`config.mk`:
```
export PLATFORM = sky130hd
export DESIGN_NAME = alu_mc
export DESIGN_NICKNAME = d
export VERILOG_FILES = /design/src/rtl/alu_mc_pkg.sv /design/src/rtl/alu_mc_iter.sv /design/src/rtl/alu_mc.sv
export SDC_FILE = /design/constraint.sdc
export NUM_CORES = 1
export LEC_CHECK = 0
export ABC_AREA = 1
export CAP_MARGIN = 40
export CORE_ASPECT_RATIO = 1.4
export CORE_UTILIZATION = 50
export CTS_CLUSTER_SIZE = 12
export DETAILED_ROUTE_END_ITERATION = 12
export HOLD_SLACK_MARGIN = 0.08
export PLACE_DENSITY = 0.7
export SLEW_MARGIN = 20
export SYNTH_ARGS = -nofsm -noshare
export SYNTH_HDL_FRONTEND = slang
export SYNTH_SLANG_ARGS = --single-unit
```
`constraint.sdc`:
```
create_clock -name clk -period 7.1 [get_ports clk]
set_input_delay 1.065 -clock clk [delete_from_list [all_inputs] [get_ports clk]]
set_output_delay 1.065 -clock clk [all_outputs]
set_load 0.03 [all_outputs]
```
`src/rtl/alu_mc_pkg.sv`:
```
// Shared funct codes and FSM state encoding for the multi-cycle ALU.
package alu_mc_pkg;

  localparam logic [5:0] FN_ADD   = 6'b001001;
  localparam logic [5:0] FN_SUB   = 6'b001010;
  localparam logic [5:0] FN_SLL   = 6'b100001;
  localparam logic [5:0] FN_SRL   = 6'b100010;
  localparam logic [5:0] FN_OR    = 6'b100101;
  localparam logic [5:0] FN_AND   = 6'b100100;
  localparam logic [5:0] FN_SLT   = 6'b101010;
  localparam logic [5:0] FN_MULTU = 6'b011001;
  localparam logic [5:0] FN_DIVU  = 6'b011011;

  typedef enum logic [1:0] {
    IDLE = 2'd0,
    MUL  = 2'd1,
    DIV  = 2'd2,
    DONE = 2'd3
  } state_t;

endpackage

```
`src/rtl/alu_mc_iter.sv`:
```
// Iterative engine: shift-add multiply, and restoring divide when ALU_MC_DIVU_EN is defined.
// One bit per cycle for WIDTH cycles; o_lo/o_hi carry the value of the step in progress.
module alu_mc_iter #(
  parameter int WIDTH = 32
) (
  input  logic             clk,
  input  logic             rst,
  input  logic             i_start,
`ifdef ALU_MC_DIVU_EN
  input  logic             i_div,
`endif
  input  logic [WIDTH-1:0] i_a,
  input  logic [WIDTH-1:0] i_b,
  output logic             o_busy,
  output logic             o_done,
  output logic [WIDTH-1:0] o_lo,
  output logic [WIDTH-1:0] o_hi
);

  localparam int SHW = $clog2(WIDTH);
  localparam logic [SHW-1:0] LAST = SHW'(WIDTH - 1);

  logic             r_busy;
  logic [SHW-1:0]   r_cnt;
  logic [WIDTH-1:0] r_b;
  logic [WIDTH-1:0] r_hi;
  logic [WIDTH-1:0] r_lo;
  logic [WIDTH:0]   w_sum;
  logic [WIDTH-1:0] w_hi_nxt;
  logic [WIDTH-1:0] w_lo_nxt;

  // Multiply: {hi,lo} starts as {0,multiplier}; add multiplicand into hi, then shift right.
  assign w_sum = {1'b0, r_hi} + {1'b0, r_b & {WIDTH{r_lo[0]}}};

`ifdef ALU_MC_DIVU_EN
  logic           r_div;
  logic [WIDTH:0] w_rem_sh;
  logic [WIDTH:0] w_diff;

  // Divide: hi is the partial remainder, lo shifts the dividend out and quotient bits in.
  assign w_rem_sh = {r_hi, r_lo[WIDTH-1]};
  assign w_diff   = w_rem_sh - {1'b0, r_b};

  always_comb begin
    w_hi_nxt = w_sum[WIDTH:1];
    w_lo_nxt = {w_sum[0], r_lo[WIDTH-1:1]};
    if (r_div) begin
      if (w_diff[WIDTH]) begin
        w_hi_nxt = w_rem_sh[WIDTH-1:0];
        w_lo_nxt = {r_lo[WIDTH-2:0], 1'b0};
      end else begin
        w_hi_nxt = w_diff[WIDTH-1:0];
        w_lo_nxt = {r_lo[WIDTH-2:0], 1'b1};
      end
    end
  end
`else
  assign w_hi_nxt = w_sum[WIDTH:1];
  assign w_lo_nxt = {w_sum[0], r_lo[WIDTH-1:1]};
`endif

  always_ff @(posedge clk or posedge rst) begin
    if (rst) begin
      r_busy <= 1'b0;
      r_cnt  <= '0;
      r_b    <= '0;
      r_hi   <= '0;
      r_lo   <= '0;
`ifdef ALU_MC_DIVU_EN
      r_div  <= 1'b0;
`endif
    end else if (i_start) begin
      r_busy <= 1'b1;
      r_cnt  <= '0;
      r_b    <= i_b;
      r_hi   <= '0;
      r_lo   <= i_a;
`ifdef ALU_MC_DIVU_EN
      r_div  <= i_div;
`endif
    end else if (r_busy) begin
      r_hi  <= w_hi_nxt;
      r_lo  <= w_lo_nxt;
      r_cnt <= r_cnt + SHW'(1);
      if (r_cnt == LAST) r_busy <= 1'b0;
    end
  end

  assign o_busy = r_busy;
  assign o_done = r_busy && (r_cnt == LAST);
  assign o_lo   = w_lo_nxt;
  assign o_hi   = w_hi_nxt;

endmodule

```
`src/rtl/alu_mc.sv`:
```
// Multi-cycle ALU with valid/ready handshakes; DIVU is built in when ALU_MC_DIVU_EN is defined.
// Handshake: a transfer happens on a rising edge where valid && ready; in_ready only in IDLE, out_valid only in DONE.
module alu_mc
  import alu_mc_pkg::*;
#(
  parameter  int WIDTH = 32,
  localparam int SHW   = $clog2(WIDTH)
) (
  input  logic             clk,
  input  logic             rst,
  input  logic             in_valid,
  output logic             in_ready,
  input  logic [WIDTH-1:0] in1,
  input  logic [WIDTH-1:0] in2,
  input  logic [SHW-1:0]   shamt,
  input  logic [5:0]       funct,
  output logic             out_valid,
  input  logic             out_ready,
  output logic [WIDTH-1:0] result,
  output logic [WIDTH-1:0] result_hi,
  output logic             illegal,
  output state_t           o_dbg_state
);

  state_t           r_state;
  state_t           w_state_nxt;
  logic             w_start;
  logic [WIDTH-1:0] w_alu_res;
  logic             w_alu_ill;
  logic             w_iter_busy;
  logic             w_iter_done;
  logic [WIDTH-1:0] w_iter_lo;
  logic [WIDTH-1:0] w_iter_hi;
  logic [WIDTH-1:0] r_result;
  logic [WIDTH-1:0] r_result_hi;
  logic             r_illegal;
`ifdef ALU_MC_DIVU_EN
  logic             w_div;
`endif

  always_comb begin
    w_alu_res = '0;
    w_alu_ill = 1'b0;
    case (funct)
      FN_ADD:  w_alu_res = in1 + in2;
      FN_SUB:  w_alu_res = in1 - in2;
      FN_SLL:  w_alu_res = in1 << shamt;
      FN_SRL:  w_alu_res = in1 >> shamt;
      FN_OR:   w_alu_res = in1 | in2;
      FN_AND:  w_alu_res = in1 & in2;
      FN_SLT:  w_alu_res = {{(WIDTH-1){1'b0}}, ($signed(in1) < $signed(in2))};
      default: w_alu_ill = 1'b1;
    endcase
  end

  always_comb begin
    w_state_nxt = r_state;
    w_start     = 1'b0;
`ifdef ALU_MC_DIVU_EN
    w_div       = 1'b0;
`endif
    case (r_state)
      IDLE: begin
        if (in_valid) begin
          if (funct == FN_MULTU) begin
            w_start     = 1'b1;
            w_state_nxt = MUL;
`ifdef ALU_MC_DIVU_EN
          end else if (funct == FN_DIVU) begin
            w_start     = 1'b1;
            w_div       = 1'b1;
            w_state_nxt = DIV;
`endif
          end else begin
            w_state_nxt = DONE;
          end
        end
      end
      // An idle engine here would mean a lost operation; fall back to IDLE rather than hang.
      MUL: begin
        if (w_iter_done)       w_state_nxt = DONE;
        else if (!w_iter_busy) w_state_nxt = IDLE;
      end
`ifdef ALU_MC_DIVU_EN
      DIV: begin
        if (w_iter_done)       w_state_nxt = DONE;
        else if (!w_iter_busy) w_state_nxt = IDLE;
      end
`endif
      DONE: begin
        if (out_ready) w_state_nxt = IDLE;
      end
      default: w_state_nxt = IDLE;
    endcase
  end

  always_ff @(posedge clk or posedge rst) begin
    if (rst) r_state <= IDLE;
    else     r_state <= w_state_nxt;
  end

  // Output registers only change when a new result lands, so they hold through DONE and beyond.
  always_ff @(posedge clk or posedge rst) begin
    if (rst) begin
      r_result    <= '0;
      r_result_hi <= '0;
      r_illegal   <= 1'b0;
    end else if (r_state == IDLE && in_valid && !w_start) begin
      r_result    <= w_alu_res;
      r_result_hi <= '0;
      r_illegal   <= w_alu_ill;
    end else if (r_state != IDLE && r_state != DONE && w_iter_done) begin
      r_result    <= w_iter_lo;
      r_result_hi <= w_iter_hi;
      r_illegal   <= 1'b0;
    end
  end

  alu_mc_iter #(.WIDTH(WIDTH)) u_iter (
    .clk     (clk),
    .rst     (rst),
    .i_start (w_start),
`ifdef ALU_MC_DIVU_EN
    .i_div   (w_div),
`endif
    .i_a     (in1),
    .i_b     (in2),
    .o_busy  (w_iter_busy),
    .o_done  (w_iter_done),
    .o_lo    (w_iter_lo),
    .o_hi    (w_iter_hi)
  );

  assign in_ready    = (r_state == IDLE);
  assign out_valid   = (r_state == DONE);
  assign result      = r_result;
  assign result_hi   = r_result_hi;
  assign illegal     = r_illegal;
  assign o_dbg_state = r_state;

endmodule

```
; After elaboration in Yosys (flattened, before gate mapping)
; Index checks and enable logic that the tools add are counted.
[word_totals]
reg_bits = 169
input_bits = 79
output_inout_bits = 69
wordCells = 72
[classes]
addsub = 4
magnitude_cmp = 1
n_eq_ne = 15
shift = 2
n_mux = 26
n_bitwise = 3
n_reduce_logical = 12
[ops]
columns = cell, count
row1 = $mux W32, 8
row2 = $pmux W32 S7, 1
row3 = $and A32 B32 Y32, 2
row4 = $add A32 B32 Y33, 1
row5 = $add A32 B32 Y32, 1
row6 = $lt A32 B32 Y1, 1
row7 = $or A32 B32 Y32, 1
row8 = $shl A32 B5 Y32, 1
row9 = $shr A32 B5 Y32, 1
row10 = $sub A32 B32 Y32, 1
row11 = $eq A6 B6 Y1 const B, 5
row12 = $eq A6 B4 Y1 const B, 2
row13 = $mux W2, 5
row14 = $mux W5, 2
row15 = $mux W1, 9
row16 = $reduce_or A7 Y1, 1
row17 = $eq A6 B5 Y1 const B, 1
row18 = $pmux W2 S3, 1
row19 = $reduce_bool A2 Y1, 3
row20 = $add A5 B1 Y5 const B, 1
row21 = $eq A5 B5 Y1 const B, 1
row22 = $logic_and A1 B1 Y1, 5
row23 = $ne A2 B2 Y1 const B, 2
row24 = $ne A3 B3 Y1 const B, 1
row25 = other kinds (6), 6

; Longest topological paths before layout
; Gate-level depths: netlist (run 1).
[logic_depth]
ltp_word = 7
depth_mapped = 19
mapped_depth_nobuf = 18

; Cells and area by module
; Synthesis (run 1) repeated with hierarchy kept, for this count alone.
[hier_totals]
hier_cells = 3382
hier_area_um2 = 19705.1
[by_module_without_submodules]
columns = mod, instances, cells_each, area_each_um2, seq_area_each_um2
row1 = alu_mc, 1, 2319, 12599.6, 1676.6
row2 = alu_mc_iter, 1, 1063, 7105.6, 2552.4

; Worst setup path after synthesis (run 1)
; Ideal clock, no wire load.
[synth_path]
path_kind = input-to-reg
start = in in1[0]
end = reg r_result[30], in the netlist result[30]
setup_time_ns = 0.117
arrival_time_ns = 2.639
t_required_ns = 6.983
slack_ns = 4.344
stages = 14
path_buffers = 0
path_cell_list = ha_1 fa_1 nand3_1 inv_1 nor2_1 nor2_1 nor2_1 o21ai_1 nand2_1 nand3_1 nand3_1 nand3_1 nand2_1 nand2_1
[synth_between]
elab_chain_cells = 3
elab_cells_between_ends = 6
classes_between = add/sub: 2 / shift: 2 / mux: 2
[synth_rtl]
columns = item, line_no
row1 = "start, declared", alu_mc.sv:13  ; input logic [WIDTH-1:0] in1,
row2 = $sub A32 B32 Y32 (tied with other cells), alu_mc.sv:46  ; FN_SUB: w_alu_res = in1 - in2;
row3 = $pmux W32 S7 (*), alu_mc.sv:44  ; case (funct)
row4 = $mux W32 (*), alu_mc.sv:108  ; end else if (r_state == IDLE && in_valid && !w_start) begin
row5 = "end signal, assigned", alu_mc.sv:109  ; r_result <= w_alu_res;
row6 = "end signal, assigned", alu_mc.sv:113  ; r_result <= w_iter_lo;
row7 = "end, declared", alu_mc.sv:34  ; logic [WIDTH-1:0] r_result;
; Every way passes the cells marked *; elsewhere a longest branch is shown, timed or not.
; A chain may end at the register's enable or synchronous reset.

; Worst setup path in the final report (run 1)
[layout_path]
start = in funct[3]
end = reg u_iter.r_cnt[4]
[layout_between]
elab_chain_cells = 5
elab_cells_between_ends = 6
classes_between = eq/ne: 1 / mux: 4 / reduce/logical: 1
[layout_rtl]
columns = item, line_no
row1 = "start, declared", alu_mc.sv:16  ; input logic [5:0] funct,
row2 = $eq A6 B5 Y1 (*), alu_mc.sv:65  ; if (funct == FN_MULTU) begin
row3 = $mux W1 (*), alu_mc.sv:65
row4 = $mux W1 (*), alu_mc.sv:64  ; if (in_valid) begin
row5 = $mux W1 (*), alu_mc.sv:62  ; case (r_state)
row6 = $mux W5 / $reduce_bool A2 Y1 (equally long branches), n/a
row7 = "end signal, assigned", alu_mc_iter.sv:84  ; r_cnt <= r_cnt + SHW'(1);
row8 = "end, declared", alu_mc_iter.sv:24  ; logic [SHW-1:0] r_cnt;
; Marked as above.

==> metrics.md, run 1 <==
| Metric | Value |
|---|---|
| Status | completed |
| Clk slew on worst S/H paths | 0.07 ns |
| Min Clock Period, post-route | 4.03 ns |
| Worst stage delay on the critical path | between 0.5 and 0.6 ns |
| Layout net count | between 3000 and 4000 |
| Most used flip-flop cell after synthesis | sky130_fd_sc_hd__dfrtp_1 |
| Final cycle utilization of the critical path | 56.8% |
| Synth top area share | 23.0% |
| Total of fill cells in the finished design | 3599 |
| Register-to-Register Setup Slack | 3.70 ns |
| Endpoint with the worst hold slack | result_hi[19] |
| Count of nets left with antenna violations after detail routing | 0 |
| Xor/xnor share of the synthesized area | 0.761% |
| Number of synthesized register bits | roughly 170 |
| Reg2Reg Depth | 11 |
| RePlAce Congestion | around 1.1 |
| Hold Path Origin | result_hi[19] |
| Endpoint of the worst register-to-register path | u_iter.r_lo[25] |
| Largest net degree at the start of global routing | 84 |
| Number of detailed-route iterations in the first pass | 7 |
| Detailed-route DRC error count | 0 |
| Most common cell in the netlist | sky130_fd_sc_hd__nand2_1 |
| Syn_nets | 3305 |
| Std cell rows | 82 |
| Setup repair bufs after CTS | 0 |
| Summed instance area of the synthesized netlist | 0.0184 mm² |
| Simple-gate area share of the yosys netlist | 40.9% |
| Share of cell area taken by muxes after synthesis | 0.0544% |
| Layout cells sized above 1 | approximately 3.1% |
| Number of antenna violations at the first check in global routing | 0 |
| Hold crit path type | reg -> reg |
| Effective utilization at floorplan | approximately 51% |
| Static leakage | 10.9 nW |
| Area added between synthesis and finish | 12.4% |
| Required time of the critical path | about 7.4 ns |
| Routed length per instance | 22.5 µm |
| Kind of critical path | in -> reg |
| Placeable core region | 0.0360 mm² |
| Master of the slowest instance on the critical path | sky130_fd_sc_hd__clkdlybuf4s50_1 |
| Total length of routed wires | 81.3 mm |
| Hold_buf cts | 0 |
| Kind of end point of the critical path | flop |
| Fin Setup TNS | 0 ns |
| Dominant cell type by area after synthesis | sky130_fd_sc_hd__dfrtp_1 |
| Compound-Gate Fraction of Synth Area | 13.3% |
| Multi-input logic area | 0.0121 mm² |
| Die X-Extent | 164 µm |
| Clock buffers created by TritonCTS | 17 |
| Number of clock sinks seen by CTS | approximately 170 |
| Setup crit start kind | input port |
| Global-route wire length before repair | 120 mm |
| # port buffers | 147 |
| Drt initial violations | 2511 |
| Resized Gates After CTS | 0 |
| Avg Synthesized Cell Area | roughly 6 µm² |
| Diodes inserted | 0 |
| Final setup violation count | 0 |
| Per-cell via count in the routed design | 6.00 |
| Synth Instances | a little over 3000 |
| Arr. time, crit path | 4.37 ns |
| Die area | ~0.038 mm² |
| Sequential standard cell area | 0.00423 mm² |
| Number of synthesized flops with an enable pin | 0 |
| Placement Cell Area | 0.0201 mm² |
| Cell family with the largest share of critical-path delay | buffers and inverters |
| Leading post-synthesis cells by cell area | sky130_fd_sc_hd__dfrtp_1, sky130_fd_sc_hd__nand2_1, sky130_fd_sc_hd__nand3_1, sky130_fd_sc_hd__ha_1, sky130_fd_sc_hd__inv_1 |
| Vias after detailed routing | 21700 |
| Total buffers and inverters traversed by the critical path | 5 |
| Clock latency of the later-clocked register in the worst-skew pair | 0.45 ns |
| Max-slew violation total from the final report | 0 |
| Relative slew margins | 37.2% |
| CTS tree | built |
| Number of instances on the worst hold path | 2 |
| Combinational family with the most area after synthesis | simple AND/OR/NAND/NOR gates |
| Count of yosys warnings during synthesis | 0 |
| Number of ports placed on the die boundary | 148 |
| Final design instance area without fill | 0.0207 mm² |
| Congestion Overflow GR | 0 |
| Die height | about 230 µm |
| Critical register-to-register path startpoint | o_dbg_state[0] |
| Sequential-to-total area share from yosys stat | 23.0% |
| Worst IR drop on VDD | 0.316 mV |
| Yosys cell types | 52 |
| Via count of the first global-routing pass | 20600 |
| Cell types with the highest counts after synthesis | sky130_fd_sc_hd__nand2_1, sky130_fd_sc_hd__nand3_1, sky130_fd_sc_hd__inv_1 |
| Setup clock skew after layout | 0.00871 ns |
| Worst Max-Slew Pin Slew | 0.933 ns |
| Asr flop ratio synth | between 90% and 100% |
| Share of synthesized cell area in full adder, half adder and majority cells | a little over a tenth |
| Fin. Hold Viols | 0 |
| Max H-tree Level | 4 |
| Ordered cell list for the critical path | clkdlybuf4s50_1 > nand2_1 > nor2_1 > nand4_1 > nor2_2 > inv_2 > nand2_1 > buf_4 > inv_1 > buf_4 > a22o_1 |
| Clock root cell | sky130_fd_sc_hd__clkbuf_16 |
| Critical Path Fanout Max | 42 |
| Power density normalized to cell area | between 200 and 250 mW/mm² |
| Clock buffer depth | 2 |
| Maximum capacitance violations | 0 |
| F_max | 0.248 GHz |
| Unrepaired setup endpoints after global routing | no |
| DP Wirelength | 65.4 mm |
| Total routing resource utilization after global routing | between 40 and 50% |
==> worst max-delay path by stage <==
stage                         from              end  slack, ns  cells after the start
after floorplan                rst          illegal       1.46                      1
after global placement    funct[3]       result[12]       2.75                     10
after detailed placement  funct[3]  u_iter.r_cnt[4]       2.78                     11
after CTS                 funct[3]  u_iter.r_cnt[4]       3.26                     11
after global routing      funct[2]  u_iter.r_lo[25]       2.91                     13
final                     funct[3]  u_iter.r_cnt[4]       3.07                     11
==> state kept, by name, indices dropped and copies added, names as in the netlist, 2 cells and up <==
signal        cells
u_iter.r_hi      32
u_iter.r_b       32
result           32
u_iter.r_cnt      5
o_dbg_state       2
u_iter.r_lo      32
result_hi        32
==> report_power, final <==
group / switching [mW] / total, mW / internal [mW]
logic: 1.45 / 2.15 / 0.702
registers: 0.240 / 1.48 / 1.24
clock network: 0.435 / 0.932 / 0.497
==> area by class of cell <==
class / instances / share of cell area [%]
Tap cell: 462 / 2.79
Timing Repair Buffer: 173 / 8.29
Clock inverter: 15 / 0.762
Clock buffer: 17 / 2.06
Inverter: 403 / 7.35
Multi-Input combinational cell: 2376 / 58.3
Sequential cell: 169 / 20.4
==> cell families (layout without fill, tap and decap cells) <==
kind of cell / count (synthesis) / after routing
xor+xnor: 16 / 16
compound gates: 435 / 435
simple gates: 1771 / 1771
flops: 169 / 169
fa+ha+maj: 153 / 153
buf+inv: 528 / 608
mux: 1 / 1
==> per-stage QoR <==
stage	utilization, %	hold WS (ns)	std cells	worst slack [ns]	power [mW]
global placement	55.5	0.461	3577	2.75	3.50
finish	57.5	0.477	3615	3.07	4.57
detailed placement	55.7	0.465	3581	2.78	3.57
global route	57.5	0.500	3615	2.91	4.80
CTS	57.4	0.483	3613	3.26	4.50
floorplan	-	0.453	3073	1.46	2.77
==> placed cells by master (no fill, tap or decap), types with 9 or more instances in the layout <==
cell,count
sky130_fd_sc_hd__o211ai_1,31
sky130_fd_sc_hd__dfrtp_1,169
sky130_fd_sc_hd__xor2_1,13
sky130_fd_sc_hd__or2_2,11
sky130_fd_sc_hd__nand4_1,25
sky130_fd_sc_hd__a21oi_1,137
sky130_fd_sc_hd__o221ai_1,20
sky130_fd_sc_hd__buf_4,20
sky130_fd_sc_hd__o21bai_1,13
sky130_fd_sc_hd__clkbuf_16,17
sky130_fd_sc_hd__o22ai_1,10
sky130_fd_sc_hd__nor3_1,21
sky130_fd_sc_hd__nand3b_1,13
sky130_fd_sc_hd__nor2_1,241
sky130_fd_sc_hd__a31oi_1,9
sky130_fd_sc_hd__clkdlybuf4s50_1,144
sky130_fd_sc_hd__ha_1,150
sky130_fd_sc_hd__inv_2,9
sky130_fd_sc_hd__nand2_1,946
sky130_fd_sc_hd__inv_1,389
sky130_fd_sc_hd__o21ai_0,190
sky130_fd_sc_hd__and2_1,16
sky130_fd_sc_hd__nand3_1,471
==> worst register-to-register path: stages (launching register included) <==
cell and delay [ns]:
sky130_fd_sc_hd__dfrtp_1 0.41, sky130_fd_sc_hd__inv_1 0.08, sky130_fd_sc_hd__ha_1 0.24, sky130_fd_sc_hd__nand2_1 0.29, sky130_fd_sc_hd__nor2_2 0.17, sky130_fd_sc_hd__inv_2 0.35
sky130_fd_sc_hd__nand2_1 0.24, sky130_fd_sc_hd__buf_4 0.25, sky130_fd_sc_hd__inv_1 0.42, sky130_fd_sc_hd__buf_4 0.57, sky130_fd_sc_hd__nand2_1 0.17, sky130_fd_sc_hd__o211ai_1 0.13
==> per-layer routing <==
metal	wire, µm	track usage (%)
met4	6910	32.2
met2	38700	72.4
met1	28900	47.9
met3	6770	7.73
met5	0	0
No activity file was read; power rests on OpenSTA's default activity.
==> inputs of run 2 (changes only) <==
==> constraint.sdc (replaced) <==
create_clock -name clk -period 4.1 [get_ports clk]
set_input_delay 0.615 -clock clk [delete_from_list [all_inputs] [get_ports clk]]
set_output_delay 0.615 -clock clk [all_outputs]
set_load 0.03 [all_outputs]
==> metrics.md, run 2 (same netlist as run 1, synthesis figures left out) <==
| Metric | Value |
|---|---|
| CTS tree | built |
| Most common cell after layout, fill and taps aside | sky130_fd_sc_hd__nand2_1 |
| Clock buffers created by TritonCTS | 17 (unchanged) |
| Area added between synthesis and finish | 15.2% |
| Clock power share | 20.0% (-0.4 points) |
| Filler-free cell count of the finished design | 3679 (+1.8%) |
| Placement Cell Area | 0.0206 mm² (+2.7%) |
| Static leakage | 11.2 nW (+3.0%) |
| Final design instance area without fill | 0.0212 mm² (+2.5%) |
| Via count of the first global-routing pass | 21400 (+4.2%) |
| Die area | 0.0376 mm² (unchanged) |
| Placeable core region | 0.0360 mm² (unchanged) |
| Layout cells sized above 1 | 4.97% (+1.9 points) |
| Critical Path Fanout Max | 25 (-40%) |
| Fin. Hold Viols | 0 (unchanged) |
| Global-route wire length before repair | 123 mm (+2.9%) |
| Drt initial violations | 2690 (+7.1%) |
| Internal power | 4.30 mW (+76%) |
| Setup clock skew after layout | 0.0152 ns (+0.00647 ns) |
| Placed Instances | 3646 (+1.8%) |
| Min Clock Period, post-route | about 3.4 ns |
| Per-cell via count in the routed design | 6.04 (+0.72%) |
| Std cell rows | 82 (unchanged) |
| Switching component of the power | 3.69 mW (+74%) |
| Largest net degree at the start of global routing | 98 (+17%) |
| Status | completed |
| Clk slew on worst S/H paths | 0.07 ns (about the same) |
| Maximum capacitance violations | 0 (unchanged) |
| Hold crit path type | reg -> reg |
| Diodes inserted | 0 (unchanged) |
| Unrepaired setup endpoints after global routing | no |
| Total length of routed wires | 82.3 mm (+1.3%) |
| Congestion Overflow GR | 0 (unchanged) |
| Total routing resource utilization after global routing | 44.1% (+1.0 points) |
| Highest-count cells in the layout ignoring fill and taps | sky130_fd_sc_hd__nand2_1, sky130_fd_sc_hd__nand3_1, sky130_fd_sc_hd__inv_1 |
| Combinational power share | 47.5% (+0.4 points) |
| Part of the power in registers | 32.5% (about the same) |
| Layout net count | 3436 (+1.9%) |
| Required time of the critical path | 4.44 ns (-3.00 ns) |
| Kind of end point of the critical path | flop |
| Clock root cell | sky130_fd_sc_hd__clkbuf_16 |
| Resized Gates After CTS | 0 (unchanged) |
| Max-slew violation total from the final report | 0 (unchanged) |
| Number of clock sinks seen by CTS | 169 (unchanged) |
| Count of nets left with antenna violations after detail routing | 0 (unchanged) |
| Routed length per instance | 22.4 µm (-0.46%) |
| Max H-tree Level | 4 (unchanged) |
| # port buffers | 147 (unchanged) |
| Detailed-route DRC error count | 0 (unchanged) |
| F_max | 0.295 GHz |
| Vias after detailed routing | 22200 (+2.5%) |
| Setup crit start kind | flop |
| Worst hold slack | 0.480 ns (+0.00254 ns) |
| Fin Setup TNS | 0 ns (unchanged) |
| Setup repair bufs after CTS | 0 (unchanged) |
| DP Wirelength | 66.8 mm (+2.2%) |
| Power density normalized to cell area | 377 mW/mm² (+71%) |
| Final cycle utilization of the critical path | 82.7% |
| Worst Max-Slew Pin Slew | 0.848 ns (-0.0853 ns) |
| Worst IR drop on VDD | 0.522 mV (+65%) |
| Pre-CTS setup slack | 0.400 ns (-2.38 ns) |
| Effective utilization at floorplan | 51.1% (unchanged) |
| Final setup violation count | 0 (unchanged) |
| Number of antenna violations at the first check in global routing | 0 (unchanged) |
| Die height | 229 µm (unchanged) |
| Number of detailed-route iterations in the first pass | 8 (+1) |
| Arr. time, crit path | 3.73 ns (-0.64 ns) |
| Relative slew margins | 43.1% (+5.9 points) |
| Switching Fraction | 46.2% (-0.27 points) |
| Clock buffer depth | 2 (unchanged) |
| Slack of the critical path | 0.709 ns (-2.36 ns) |
| Kind of critical path | reg -> reg |
| Clock latency of the later-clocked register in the worst-skew pair | 0.46 ns (about the same) |
| Total of fill cells in the finished design | 3548 (-1.4%) |
| Hold_buf cts | 0 (unchanged) |
| Die X-Extent | 164 µm (unchanged) |
| RePlAce Congestion | 1.12 (+2.6%) |
| Number of ports placed on the die boundary | 148 (unchanged) |
run 2: changes by cell type in the layout (fill, tap and decap cells not counted):
cell	delta
sky130_fd_sc_hd__buf_8	-1
sky130_fd_sc_hd__clkinv_4	-1
sky130_fd_sc_hd__inv_8	-2
sky130_fd_sc_hd__buf_12	+3
sky130_fd_sc_hd__clkbuf_1	+2
sky130_fd_sc_hd__buf_4	+62
sky130_fd_sc_hd__clkdlybuf4s15_2	-1
sky130_fd_sc_hd__clkinv_2	+1
sky130_fd_sc_hd__buf_16	+1
run 2: routing by layer:
| metal | global-route usage, % | vias up | part of all wire, % |
|---|---|---|---|
| li1 | - | 10200 | - |
| met1 | 50.8 | 10300 | 36 |
| met2 | 72.5 | 1338 | 47 |
| met3 | 6.79 | 334 | 8.5 |
| met4 | 33.6 | 0 | 8.8 |
| met5 | 0 | - | 0 |
run 2: worst paths after layout:
kind                                start              end  slack (ns)  cells after the start
hold reg to reg             result_hi[24]    result_hi[24]        0.48                      2
max in group asynchronous             rst  u_iter.r_hi[25]        2.62                      3
hold / removal              result_hi[24]    result_hi[24]        0.48                      2
setup reg to reg           u_iter.r_lo[0]  u_iter.r_hi[26]        0.71                     11
setup / recovery           u_iter.r_lo[0]  u_iter.r_hi[26]        0.71                     11
min in group asynchronous             rst   u_iter.r_hi[0]        0.60                      2
run 2: through the flow:
step,util (%),total power [mW]
6_report,58.9,7.99
5_1_grt,58.9,8.40
4_1_cts,58.8,7.89
3_5_place_dp,57.2,6.29
3_3_place_gp,57.1,6.13
2_1_floorplan,-,4.80
run 2: power groups by stage:
stage	clock (mW)	combinational [mW]	sequential [mW]
finish	1.60	3.79	2.60
global route	1.67	4.10	2.63
CTS	1.60	3.72	2.57
detailed placement	0	3.70	2.58
global placement	0	3.55	2.57
floorplan	0	2.04	2.76
run 2: critical path, stage by stage, from the launching register on:
cell	delay (ns)
sky130_fd_sc_hd__dfrtp_1	0.89
sky130_fd_sc_hd__nand2_1	0.13
sky130_fd_sc_hd__inv_1	0.08
sky130_fd_sc_hd__ha_1	0.28
sky130_fd_sc_hd__a21oi_1	0.27
sky130_fd_sc_hd__o21ai_0	0.30
sky130_fd_sc_hd__a21oi_1	0.40
sky130_fd_sc_hd__a21boi_0	0.22
sky130_fd_sc_hd__nand2_1	0.21
sky130_fd_sc_hd__or2_2	0.35
sky130_fd_sc_hd__nand3_1	0.07
sky130_fd_sc_hd__nand2_1	0.07
run 2: cell type report:
cell class	count	area, µm²	area share, %
multi-input combinational	2376	12100	56.9
sequential	169	4230	19.9
clock inverter	13	133	0.626
clock buffer	19	433	2.04
inverter	403	1520	7.16
timing repair buffer	237	2240	10.6
tap	462	578	2.73
